==> config.mk <==
export PLATFORM = sky130hd
export DESIGN_NAME = puf_resp_gen
export DESIGN_NICKNAME = d
export VERILOG_FILES = /design/src/rtl/puf_pkg.sv /design/src/rtl/puf_sync.sv /design/src/rtl/puf_resp_gen.sv
export SDC_FILE = /design/constraint.sdc
export NUM_CORES = 1
export LEC_CHECK = 0
export CORE_MARGIN = 8
export CORE_UTILIZATION = 45
export CTS_BUF_LIST = sky130_fd_sc_hd__clkbuf_8
export CTS_CLUSTER_SIZE = 24
export DETAILED_ROUTE_END_ITERATION = 7
export PLACE_DENSITY = 0.7
export SYNTH_ARGS = -nofsm -noshare
export SYNTH_HDL_FRONTEND = slang
export SYNTH_SLANG_ARGS = --single-unit
==> constraint.sdc <==
create_clock -name clk -period 4.25 [get_ports clk]
set_input_delay 0.6375 -clock clk [delete_from_list [all_inputs] [get_ports clk]]
set_output_delay 0.6375 -clock clk [all_outputs]
set_load 0.02 [all_outputs]
==> src/rtl/puf_pkg.sv <==
// Shared types and defaults for the PUF response generator slice.
package puf_pkg;

    typedef enum logic [2:0] {
        IDLE,
        RUN,
        CMP,
        DRAIN,
        DONE
    } state_t;

    localparam int unsigned DEF_CNT_BIT_SIZE = 5;
    localparam int unsigned DEF_N_BITS       = 8;
    localparam int unsigned DEF_TIMEOUT      = 1023;
    localparam int unsigned DEF_SYNC_STAGES  = 2;

    // Watchdog must be able to hold the value TIMEOUT itself.
    function automatic int unsigned wd_width(input int unsigned timeout);
        return $clog2(timeout + 1);
    endfunction

endpackage

==> src/rtl/puf_sync.sv <==
// Multi-flop synchronizer for one asynchronous level signal.
module puf_sync #(
    parameter int unsigned STAGES = 2
) (
    input  logic clk,
    input  logic rst,
    input  logic d,
    output logic q
);

    logic [STAGES-1:0] sync_q;
    logic [STAGES-1:0] sync_d;

    always_comb begin
        sync_d = {sync_q[STAGES-2:0], d};
    end

    always_ff @(posedge clk) begin
        if (rst) begin
            sync_q <= '0;
        end else begin
            sync_q <= sync_d;
        end
    end

    assign q = sync_q[STAGES-1];

endmodule

==> src/rtl/puf_resp_gen.sv <==
// Sequences RO-pair enables, synchronizes their valids and packs one
// comparison bit per pair into a response word behind a valid/ready handshake.
module puf_resp_gen
    import puf_pkg::*;
#(
    parameter int unsigned CNT_BIT_SIZE = DEF_CNT_BIT_SIZE,
    parameter int unsigned N_BITS       = DEF_N_BITS,
    parameter int unsigned TIMEOUT      = DEF_TIMEOUT,
    parameter int unsigned SYNC_STAGES  = DEF_SYNC_STAGES
) (
    input  logic                      clk,
    input  logic                      rst,
    input  logic                      i_start,
    output logic                      o_busy,
    output logic                      o_puf_en,
    output logic [$clog2(N_BITS)-1:0] o_sel,
    input  logic                      i_valid_a,
    input  logic                      i_valid_b,
    input  logic [CNT_BIT_SIZE-1:0]   i_count_a,
    input  logic [CNT_BIT_SIZE-1:0]   i_count_b,
    output logic [N_BITS-1:0]         o_resp,
    output logic                      o_resp_valid,
    input  logic                      i_resp_ready,
    output logic                      o_tie,
    output logic                      o_timeout
);

    localparam int unsigned SEL_W = $clog2(N_BITS);
    localparam int unsigned WD_W  = wd_width(TIMEOUT);

    state_t            state_q, state_d;
    logic [SEL_W-1:0]  sel_q, sel_d;
    logic [N_BITS-1:0] resp_q, resp_d;
    logic              tie_q, tie_d;
    logic              timeout_q, timeout_d;
    logic              puf_en_q, puf_en_d;
    logic [WD_W-1:0]   wd_q, wd_d;
    logic [WD_W-1:0]   wd_inc;
    logic              valid_a_s, valid_b_s;

    puf_sync #(.STAGES(SYNC_STAGES)) u_sync_a (
        .clk (clk),
        .rst (rst),
        .d   (i_valid_a),
        .q   (valid_a_s)
    );

    puf_sync #(.STAGES(SYNC_STAGES)) u_sync_b (
        .clk (clk),
        .rst (rst),
        .d   (i_valid_b),
        .q   (valid_b_s)
    );

    always_comb begin
        state_d   = state_q;
        sel_d     = sel_q;
        resp_d    = resp_q;
        tie_d     = tie_q;
        timeout_d = timeout_q;
        wd_d      = wd_q;
        wd_inc    = wd_q + 1'b1;

        case (state_q)
            IDLE: begin
                if (i_start) begin
                    state_d   = RUN;
                    resp_d    = '0;
                    tie_d     = 1'b0;
                    timeout_d = 1'b0;
                    wd_d      = '0;
                end
            end
            RUN: begin
                // Both valids take priority over a coincident watchdog expiry.
                if (valid_a_s && valid_b_s) begin
                    state_d = CMP;
                end else if (wd_inc == WD_W'(TIMEOUT)) begin
                    state_d   = IDLE;
                    timeout_d = 1'b1;
                end else begin
                    wd_d = wd_inc;
                end
            end
            CMP: begin
                resp_d[sel_q] = (i_count_a > i_count_b);
                if (i_count_a == i_count_b) begin
                    tie_d = 1'b1;
                end
                state_d = DRAIN;
                wd_d    = '0;
            end
            DRAIN: begin
                if (!valid_a_s && !valid_b_s) begin
                    if (sel_q == SEL_W'(N_BITS - 1)) begin
                        state_d = DONE;
                    end else begin
                        sel_d   = sel_q + 1'b1;
                        state_d = RUN;
                        wd_d    = '0;
                    end
                end else if (wd_inc == WD_W'(TIMEOUT)) begin
                    state_d   = IDLE;
                    timeout_d = 1'b1;
                end else begin
                    wd_d = wd_inc;
                end
            end
            DONE: begin
                if (i_resp_ready) begin
                    state_d = IDLE;
                end
            end
            default: begin
                state_d = IDLE;
            end
        endcase

        if (state_d == IDLE) begin
            sel_d = '0;
        end
        // Enable stays high through CMP so the counts are still held when sampled.
        puf_en_d = (state_d == RUN) || (state_d == CMP);
    end

    always_ff @(posedge clk) begin
        if (rst) begin
            state_q   <= IDLE;
            sel_q     <= '0;
            resp_q    <= '0;
            tie_q     <= 1'b0;
            timeout_q <= 1'b0;
            puf_en_q  <= 1'b0;
            wd_q      <= '0;
        end else begin
            state_q   <= state_d;
            sel_q     <= sel_d;
            resp_q    <= resp_d;
            tie_q     <= tie_d;
            timeout_q <= timeout_d;
            puf_en_q  <= puf_en_d;
            wd_q      <= wd_d;
        end
    end

    assign o_busy       = (state_q != IDLE);
    assign o_resp_valid = (state_q == DONE);
    assign o_puf_en     = puf_en_q;
    assign o_sel        = sel_q;
    assign o_resp       = resp_q;
    assign o_tie        = tie_q;
    assign o_timeout    = timeout_q;

endmodule

# Word level (Yosys, flattened, before mapping)
# Index checks and enable logic that the tools add are counted.
[op_classes]
n_bitwise = 1
n_reduce_logical = 18
add_sub_neg = 2
order_cmp = 3
muxes = 25
n_eq_ne = 14
[op_table]
columns = ["op", "n"]
rows = [
  ["10-bit two-way mux", 5],
  ["10-bit one-hot mux with 4 select lines", 1],
  ["3-bit two-way mux", 6],
  ["8-bit one-hot mux with 2 select lines", 1],
  ["3-bit one-hot mux with 5 select lines", 1],
  ["10-bit by 1-bit adder with 10-bit output, second input constant", 1],
  ["10-bit == test, second input constant", 1],
  ["3-bit by 2-bit == test with 1-bit output, second input constant", 3],
  ["8-bit bitwise mux", 1],
  ["8-bit two-way mux", 1],
  ["2-bit inequality test, second input constant", 4],
  ["4-bit AND reduction", 2],
  ["3-bit by 1-bit == test with 1-bit output, second input constant", 2],
  ["3-bit == test, second input constant", 2],
  ["3-bit zero test", 2],
  ["1-bit two-way mux", 6],
  ["3-bit AND reduction", 2],
  ["3-bit nonzero test", 2],
  ["5-bit == test", 1],
  ["5-bit greater-than comparator", 1],
  ["3-bit by 4-bit less-than comparator with 1-bit output, second input constant", 1],
  ["4-bit nonzero test", 1],
  ["3-bit by 1-bit adder with 3-bit output, second input constant", 1],
  ["1-bit demux with 3-bit select", 1],
  ["11 further kinds", 14],
]
[word_totals]
in_bits = 16
word_cells = 72
output_inout_bits = 16
regBits = 31

# Logic depth before layout (Yosys ltp)
# Gate-level depths: netlist of run 1.
[depth]
depth_word = 7
depth_mapped = 8
depth_no_buf = 7

# Hierarchy
# Synthesis of run 1 repeated with hierarchy kept, for this count alone.
[unflattened]
cells_unflattened = 229
hier_area_um2 = 1891.8
[by_module_without_submodules]
columns = ["mod", "area_per_inst_um2", "n_inst", "cells_per_inst", "seq_area_each_um2"]
rows = [
  ["puf_resp_gen", 1786.7, 1, 221, 540.5],
  ["puf_sync", 52.6, 2, 4, 40.0],
]

# Worst setup path before layout of run 1
# Ideal clock, no wire load.
[synth_timing]
kind = "flip-flop to flip-flop"
from = "reg sel_q[1], in the netlist o_sel[1]"
to = "reg wd_q[1]"
setup_time_ns = 0.115
slack_ns = 2.007
synth_period_minus_slack_ns = 2.243
path_stages_with_launch = 9
n_path_buf = 1
arrival_ns = 2.128
required_ns = 4.135
path_cell_list = "dfxtp_1 ha_1 ha_1 or4b_1 a21oi_2 or2_2 clkbuf_1 a2111oi_0 a31o_1"
[synth_via]
elab_chain_cells = 3
[synth_lines]
columns = ["element", "line", "source"]
rows = [
  ["start: declaration", "puf_resp_gen.sv:32", "logic [SEL_W-1:0] sel_q, sel_d;"],
  ["start signal: assignment", "puf_resp_gen.sv:137", "sel_q <= sel_d;"],
  ["3-bit == test", "puf_resp_gen.sv:95", "if (sel_q == SEL_W'(N_BITS - 1)) begin"],
  ["3-bit inequality test (no line)", "n/a", ""],
  ["4-bit AND reduction (no line)", "n/a", ""],
  ["end signal: assignment", "puf_resp_gen.sv:142", "wd_q <= wd_d;"],
  ["end: declaration", "puf_resp_gen.sv:37", "logic [WD_W-1:0] wd_q, wd_d;"],
]
# No other way between the ends.
# A chain may end at the register's enable or synchronous reset.

# Worst setup path in the final report of run 1
[layout_timing]
from = "reg state_q[2]"
to = "out o_resp_valid"
[layout_via]
elab_chain_cells = 1
[layout_lines]
columns = ["element", "line", "source"]
rows = [
  ["start: declaration", "puf_resp_gen.sv:31", "state_t state_q, state_d;"],
  ["start signal: assignment", "puf_resp_gen.sv:136", "state_q <= state_d;"],
  ["3-bit == test", "puf_resp_gen.sv:147", "assign o_resp_valid = (state_q == DONE);"],
  ["end: declaration", "puf_resp_gen.sv:22", "output logic o_resp_valid,"],
]
# No other way between the ends.

==> summary.md, run 1 <==
| Metric | Value |
|---|---|
| Status | finished clean |
| Hold Crit Class | reg -> reg |
| Slowest-stage cell, CP | clkdlybuf4s50_1 |
| Post-route setup TNS | 0 ns |
| Pwr per Cell Area | 292.9 nW/um2 |
| Via count | 1,667 |
| Fill cells | 380 |
| Fin cells | around 300 |
| GR Overflow Total | 0 |
| Reg-to-reg slack, setup | 1.98 ns |
| Post-synth EDFFs | 0 |
| Final worst path period share | 0.5900 |
| Initial core utilization | 0.4619 |
| HP Start | u_sync_b.sync_q[0] |
| CTS root buf | clkbuf_8 |
| Area occupied by multi-input gates | 1137 um2 |
| Area growth syn-to-layout | 25.24% |
| WP data required | 3.61 ns |
| Final nets | 273 |
| CP Max Fanout | 17 |
| Slew HR | 0.6058 |
| Clock sinks | 31 |
| Share of layout cells above drive strength 1 | 0.09639 |
| Max Clock Skew | roughly 0.0092 ns |
| CTS tree | yes |
| I/O Buffers | 31 |
| Sequential share of the synthesized area | 0.3383 |
| Yosys cell types | 55 |
| Io pins | 32 |
| Htree depth | 2 |
| Crit path DAT | 1.87 ns |
| Hold_ws | 0.4444 ns |
| Period minus WS final | 2.507 ns |
| Top cell type's share of synthesized area | 0.3383 |
| Largest net degree at the start of global routing | 19 |
| Post-Syn Area | about 1800 um2 |
| Clk slew on worst S/H paths | 0.06 ns |
| Number of global-route vias before repair | 1,580 |
| FF/Latch Area | 620.6 um2 |
| Post-DR vias/cell | about 5.6 |
| Top cells by area, synth | dfxtp_1 (34%), ha_1 (6.1%), a21oi_1 (3.8%), nand3_1 (3.3%), nor2_1 (3.3%) |
| # DRC | 0 |
| RePlAce Congestion | 0.8622 |
| Post-synthesis adder-cell area fraction | 0.06139 |
| Clk buf depth | 2 |
| WL/cell | about 14 um |
| Worst slew pin tran | 0.5832 ns |
| CTS Buf Count | 5 |
| R2R depth | 7 |
| YS warnings | 0 |
| Area of the die | 6375 um2 |
| Reg2reg end | wd_q[1] |
| Mux cell area share after synthesis | 0.02729 |
| Core Box Area | 3971 um2 |
| Initial antenna violation count | 0 |
| Crit-path cells | nor3b_1 -> clkdlybuf4s50_1 |
| Async S/R FF share, synth | 0 |
| Post-CTS Resized | 0 |
| Hold Fails Final Rpt | 0 |
| Placed cell count | 291 |
| Post-synthesis compound-gate area fraction | 0.2087 |
| Avg Cell Area, Syn | ~8.5 um2 |
| Final WL | 4250 um |
| Worst stage delay on the critical path | 0.65 ns |
| Detailed placement HPWL | 3193 um |
| Most frequent cell after synthesis | dfxtp_1 |
| Die width | 79.85 um |
| Register bit total from synthesis | 31 |
| RSZ-0062 raised after global routing | no |
| Endpoints failing setup | 0 |
| Die Y | between 70 and 80 um |
| Crit. End Element | output pin |
| Type of origin of the critical path | register |
| Most used DFF post-synth | dfxtp_1 |
| Area leader, netlist | dfxtp_1 |
| Post-CTS Hold Buffers | 0 |
| Number of inserted diodes | 0 |
| Router iterations before antenna repair | 4 |
| First-pass GRT wire length | about 7300 um |
| Antenna viol nets, final | 0 |
| Post-Synthesis Cells | 216 |
| Post-Synth XOR/XNOR Area | 0.03342 |
| Worst Hold Depth | 1 |
| Initial drt markers | 77 |
| Setup CP Type | reg -> out |
| Max rail drop VDD | 212.6 uV |
| Worst reg2reg path startpoint | o_sel[1] |
| Worst-Skew Late Latency | 0.29 ns |
| Max cap viols | 0 |
| Largest family of logic cells by synthesized area | simple AND/OR/NAND/NOR gates |
| Synth top cells by count | dfxtp_1 (31), nor2_1 (16), a21oi_1 (14) |
| Simple-gate area share of the yosys netlist | 0.2892 |
| FP Rows | 23 |
| Pins Over Slew Limit | 0 |
| Leak pwr | 0.8115 nW |
| Total GRT Usage | 0.1409 |
| Hold endpoint | u_sync_b.sync_q[1] |
| Post-CTS setup buffer count | 0 |
| Syn Nets | 241 |
| Max Clock Freq | 398.8 MHz |
## power breakdown
part | total, W | internal (W) | switching, W
clock network | 0.000302 | 0.000190 | 0.000112
registers | 0.000303 | 0.000296 | 0.00000774
logic | 0.0000679 | 0.0000328 | 0.0000351
## kinds of logic (layout without fill, tap and decap cells)
| kind of cell | Yosys count | in the layout |
|---|---|---|
| simple gates | 93 | 93 |
| flops | 31 | 31 |
| xor+xnor | 7 | 7 |
| mux | 5 | 5 |
| buf+inv | 18 | 51 |
| fa+ha+maj | 9 | 9 |
| compound gates | 53 | 53 |
## registers in the layout, indices dropped and copies added, names as in the netlist
name and flops:
o_puf_en 1, o_resp 8, o_sel 3, o_tie 1
o_timeout 1, state_q 3, u_sync_a.sync_q 2, u_sync_b.sync_q 2
wd_q 10
## metal layers
metal	vias to the layer above	track usage	wire length, um
met3	9	0.04730	248
met1	760	0.1740	2035
met4	0	0.06182	70
met5	-	0	0
li1	865	-	-
met2	33	0.2168	1895
## layout by cell type, fill, tap and decap left out, types with 2 or more instances in the layout
cell type        count
clkbuf_8             6
or2_2                2
a21oi_1             14
nor2b_1              6
nor4_1               7
clkdlybuf4s50_1     31
nor2_1              16
nand3b_1             4
o211ai_1             7
and2_1               2
and3b_1              2
a211oi_1             5
nand3_1             12
a31oi_1              3
a21o_1               3
xnor2_1              6
a31o_2               2
ha_1                 9
nor3b_1              3
nand2_1             13
dfxtp_1             31
o21ai_0              5
or3_1                2
inv_1               11
mux2i_1              5
nand2b_1             5
nor3_1               6
nand4_1              2
## worst max path at each step
stage                             from           end  slack, ns  cells after the start
after floorplan               o_sel[1]       wd_q[1]       2.01                      8
after global placement         i_start      o_puf_en       1.78                      6
after detailed placement  i_count_b[2]     o_resp[1]       1.76                      8
after CTS                   state_q[2]  o_resp_valid       1.72                      2
after global routing        state_q[2]  o_resp_valid       1.60                      2
final                       state_q[2]  o_resp_valid       1.74                      2
## per-stage QoR
| step | util | area, um2 | worst slack [ns] | total power, W |
|---|---|---|---|---|
| 3_5_place_dp | 0.5488 | 2180 | 1.755 | 0.0003781 |
| 2_1_floorplan | - | 1834 | 2.007 | 0.0003501 |
| 3_3_place_gp | 0.5488 | 2180 | 1.781 | 0.0003775 |
| 6_report | 0.5785 | 2297 | 1.743 | 0.0006730 |
| 5_1_grt | 0.5785 | 2297 | 1.598 | 0.0007021 |
| 4_1_cts | 0.5785 | 2297 | 1.719 | 0.0006809 |
## worst max-delay path: cells and delay by family (launching register included)
family	cells	cell delay, ns
buffers and inverters	1	0.65
DFF	1	0.63
and+or+nand+nor	1	0.30
## final cells by class
cell class,instances,share of cell area
inverters,11,0.01797
flip-flops and latches,31,0.2702
multi-input cells,167,0.4951
clock inverters,2,0.01525
well taps,50,0.02723
clock buffers,6,0.03595
repair buffers,32,0.1383
Power figures use the tool's default switching activity.
==> run 2: changes to the inputs <==
--- a/config.mk
+++ b/config.mk
@@ -10,7 +10,7 @@
 export CTS_BUF_LIST = sky130_fd_sc_hd__clkbuf_8
 export CTS_CLUSTER_SIZE = 24
 export DETAILED_ROUTE_END_ITERATION = 7
-export PLACE_DENSITY = 0.7
+export PLACE_DENSITY = 0.72
 export SYNTH_ARGS = -nofsm -noshare
 export SYNTH_HDL_FRONTEND = slang
 export SYNTH_SLANG_ARGS = --single-unit
==> constraint.sdc (replaced) <==
create_clock -name clk -period 2.2 [get_ports clk]
set_input_delay 0.33 -clock clk [delete_from_list [all_inputs] [get_ports clk]]
set_output_delay 0.33 -clock clk [all_outputs]
set_load 0.02 [all_outputs]
==> run 2 against run 1 <==
Effect of this change: total power up 93%; wire length up 7.2%; worst setup slack worse by 1.6 ns; clock skew down 0.0047 ns; via count up 3.8%; critical path type unchanged; largest cell class unchanged.
==> summary.md, run 2 (same netlist as run 1, synthesis figures left out) <==
| Metric | Value |
|---|---|
| Clock sinks | 31 (unchanged) |
| Clk slew on worst S/H paths | 0.07 ns (about the same) |
| Max rail drop VDD | 349.6 uV (+64%) |
| Die width | 79.85 um (unchanged) |
| Core Box Area | 3971 um2 (unchanged) |
| Router iterations before antenna repair | 4 (unchanged) |
| Detailed placement HPWL | 3418 um (+7.0%) |
| Final nets | 283 (+3.7%) |
| Max reg flops | 10 (unchanged) |
| Worst slew pin tran | 0.5379 ns (-0.04527 ns) |
| Final instance area | 2374 um2 (+3.3%) |
| Placed cell count | 301 (+3.4%) |
| Post-CTS Hold Buffers | 0 (unchanged) |
| Max Clock Freq | 478.8 MHz |
| Most frequent cells in the layout | clkdlybuf4s50_1 (31), dfxtp_1 (31), nor2_1 (16) |
| RePlAce Congestion | 0.8733 (+1.3%) |
| Type of origin of the critical path | register |
| Pins Over Slew Limit | 0 (unchanged) |
| Placement-stage cell area | 2255 um2 (+3.4%) |
| Clk buf depth | 2 (unchanged) |
| Post-route setup TNS | 0 ns (unchanged) |
| Status | finished clean |
| Number of global-route vias before repair | 1,634 (+3.4%) |
| Endpoints failing setup | 0 (unchanged) |
| Area growth syn-to-layout | 29.40% |
| Int Power | 0.001005 W (+94%) |
| Slew HR | 0.6364 (+0.03061) |
| CTS tree | yes |
| Max Clock Skew | 0.004437 ns (-0.004729 ns) |
| Fin cells | 309 (+3.3%) |
| Number of inserted diodes | 0 (unchanged) |
| Die Y | 79.85 um (unchanged) |
| Final WL | 4558 um (+7.2%) |
| Final worst path period share | 0.9493 |
| Initial core utilization | 0.4619 (unchanged) |
| Top sig layer | met4 |
| Crit. End Element | output pin |
| Setup CP Type | reg -> out |
| Routed met3 length | 310 um (+25%) |
| Htree depth | 2 (unchanged) |
| Max cap viols | 0 (unchanged) |
| Total GRT Usage | 0.1456 (+0.004672) |
| Post-layout power | 0.001301 W (+93%) |
| WP data required | 1.87 ns (-1.74 ns) |
| RSZ-0062 raised after global routing | no |
| Io pins | 32 (unchanged) |
| # DRC | 0 (unchanged) |
| Crit path DAT | 1.76 ns (-0.11 ns) |
| Hold Crit Class | reg -> reg |
| CP Max Fanout | 16 (-1) |
| FP Rows | 23 (unchanged) |
| GR Overflow Total | 0 (unchanged) |
| Hold Fails Final Rpt | 0 (unchanged) |
| Via count | 1,730 (+3.8%) |
| CTS Buf Count | 5 (unchanged) |
| Switching Fraction | 0.2280 (-0.002485) |
| Area of the die | 6375 um2 (unchanged) |
| Period minus WS final | 2.089 ns |
| WL/cell | 14.75 um (+3.8%) |
| Pwr per Cell Area | 548.3 nW/um2 (+87%) |
| Largest net degree at the start of global routing | 19 (unchanged) |
| Antenna viol nets, final | 0 (unchanged) |
| Initial antenna violation count | 0 (unchanged) |
| Largest Register | wd_q |
| Logic pwr share | 0.107 (+0.006) |
| CTS root buf | clkbuf_8 |
| WL met1 | 2105 um (+3.4%) |
| Share of layout cells above drive strength 1 | 0.1313 (+0.03489) |
| Psw | 0.0002967 W (+91%) |
| DR WL met2 | 2092 um (+10%) |
| First-pass GRT wire length | 7493 um (+3.2%) |
| Post-DR vias/cell | 5.599 (+0.42%) |
| Clock network fraction of design power | 0.443 (-0.005) |
| Worst-Skew Late Latency | 0.28 ns (about the same) |
| I/O Buffers | 31 (unchanged) |
| Leak pwr | 0.8634 nW (+6.4%) |
| Initial drt markers | 135 (+75%) |
| Seq pwr share | 0.451 (about the same) |
-- run 2: cell types whose count changed in the layout (fill, tap and decap cells not counted) --
cell       delta
buf_4        +10
a2111oi_0     -1
a2111oi_1     +1
-- run 2: path summary, 6_finish.rpt --
kind                           start                 end  slack (ns)  cells after the start
hold reg to reg   u_sync_a.sync_q[0]  u_sync_a.sync_q[1]        0.44                      1
hold / removal    u_sync_a.sync_q[0]  u_sync_a.sync_q[1]        0.44                      1
setup reg to reg            o_sel[0]             wd_q[1]        0.12                      7
setup / recovery          state_q[2]        o_resp_valid        0.11                      3
-- run 2: worst max-delay path, cell delays in order (launching register included) --
cell	delay, ns
dfxtp_1	0.34
buf_4	0.21
nor3b_1	0.27
clkdlybuf4s50_1	0.66
-- run 2: timing repair --
item | in CTS | in global routing
resized for setup | 0 | 1
endpoints found under the setup margin | 0 | 1
setup buffers | 0 | 0
-- run 2: cell type report --
type,count,area (um2)
Sequential cell,31,620.6
Fill cell,368,1598
Multi-Input combinational cell,167,1139
Tap cell,50,62.56
Clock buffer,6,82.58
Timing Repair Buffer,42,392.9
Inverter,11,41.29
Clock inverter,2,35.03
-- run 2: through the flow --
step | hold slack, ns | worst slack (ns) | utilization
3_5_place_dp | 0.4278 | 0.01132 | 0.5677
4_1_cts | 0.4436 | 0.09890 | 0.5974
5_1_grt | 0.4671 | 0.01716 | 0.5977
6_report | 0.4423 | 0.1115 | 0.5977
2_1_floorplan | 0.4138 | 0.02642 | -
3_3_place_gp | 0.4180 | 0.06811 | 0.5677
-- run 2: routing by layer --
| layer | global-route usage | vias up |
|---|---|---|
| met4 | 0.04364 | 0 |
| met1 | 0.1779 | 796 |
| met5 | 0 | - |
| li1 | - | 884 |
| met2 | 0.2339 | 43 |
| met3 | 0.05068 | 7 |
-- run 2: power by group through the flow --
stage	clock, W	combinational (W)	sequential (W)
floorplan	0	0.0000852	0.000592
global placement	0	0.000136	0.000598
detailed placement	0	0.000138	0.000598
CTS	0.000588	0.000139	0.000586
global route	0.000629	0.000152	0.000588
finish	0.000576	0.000139	0.000586
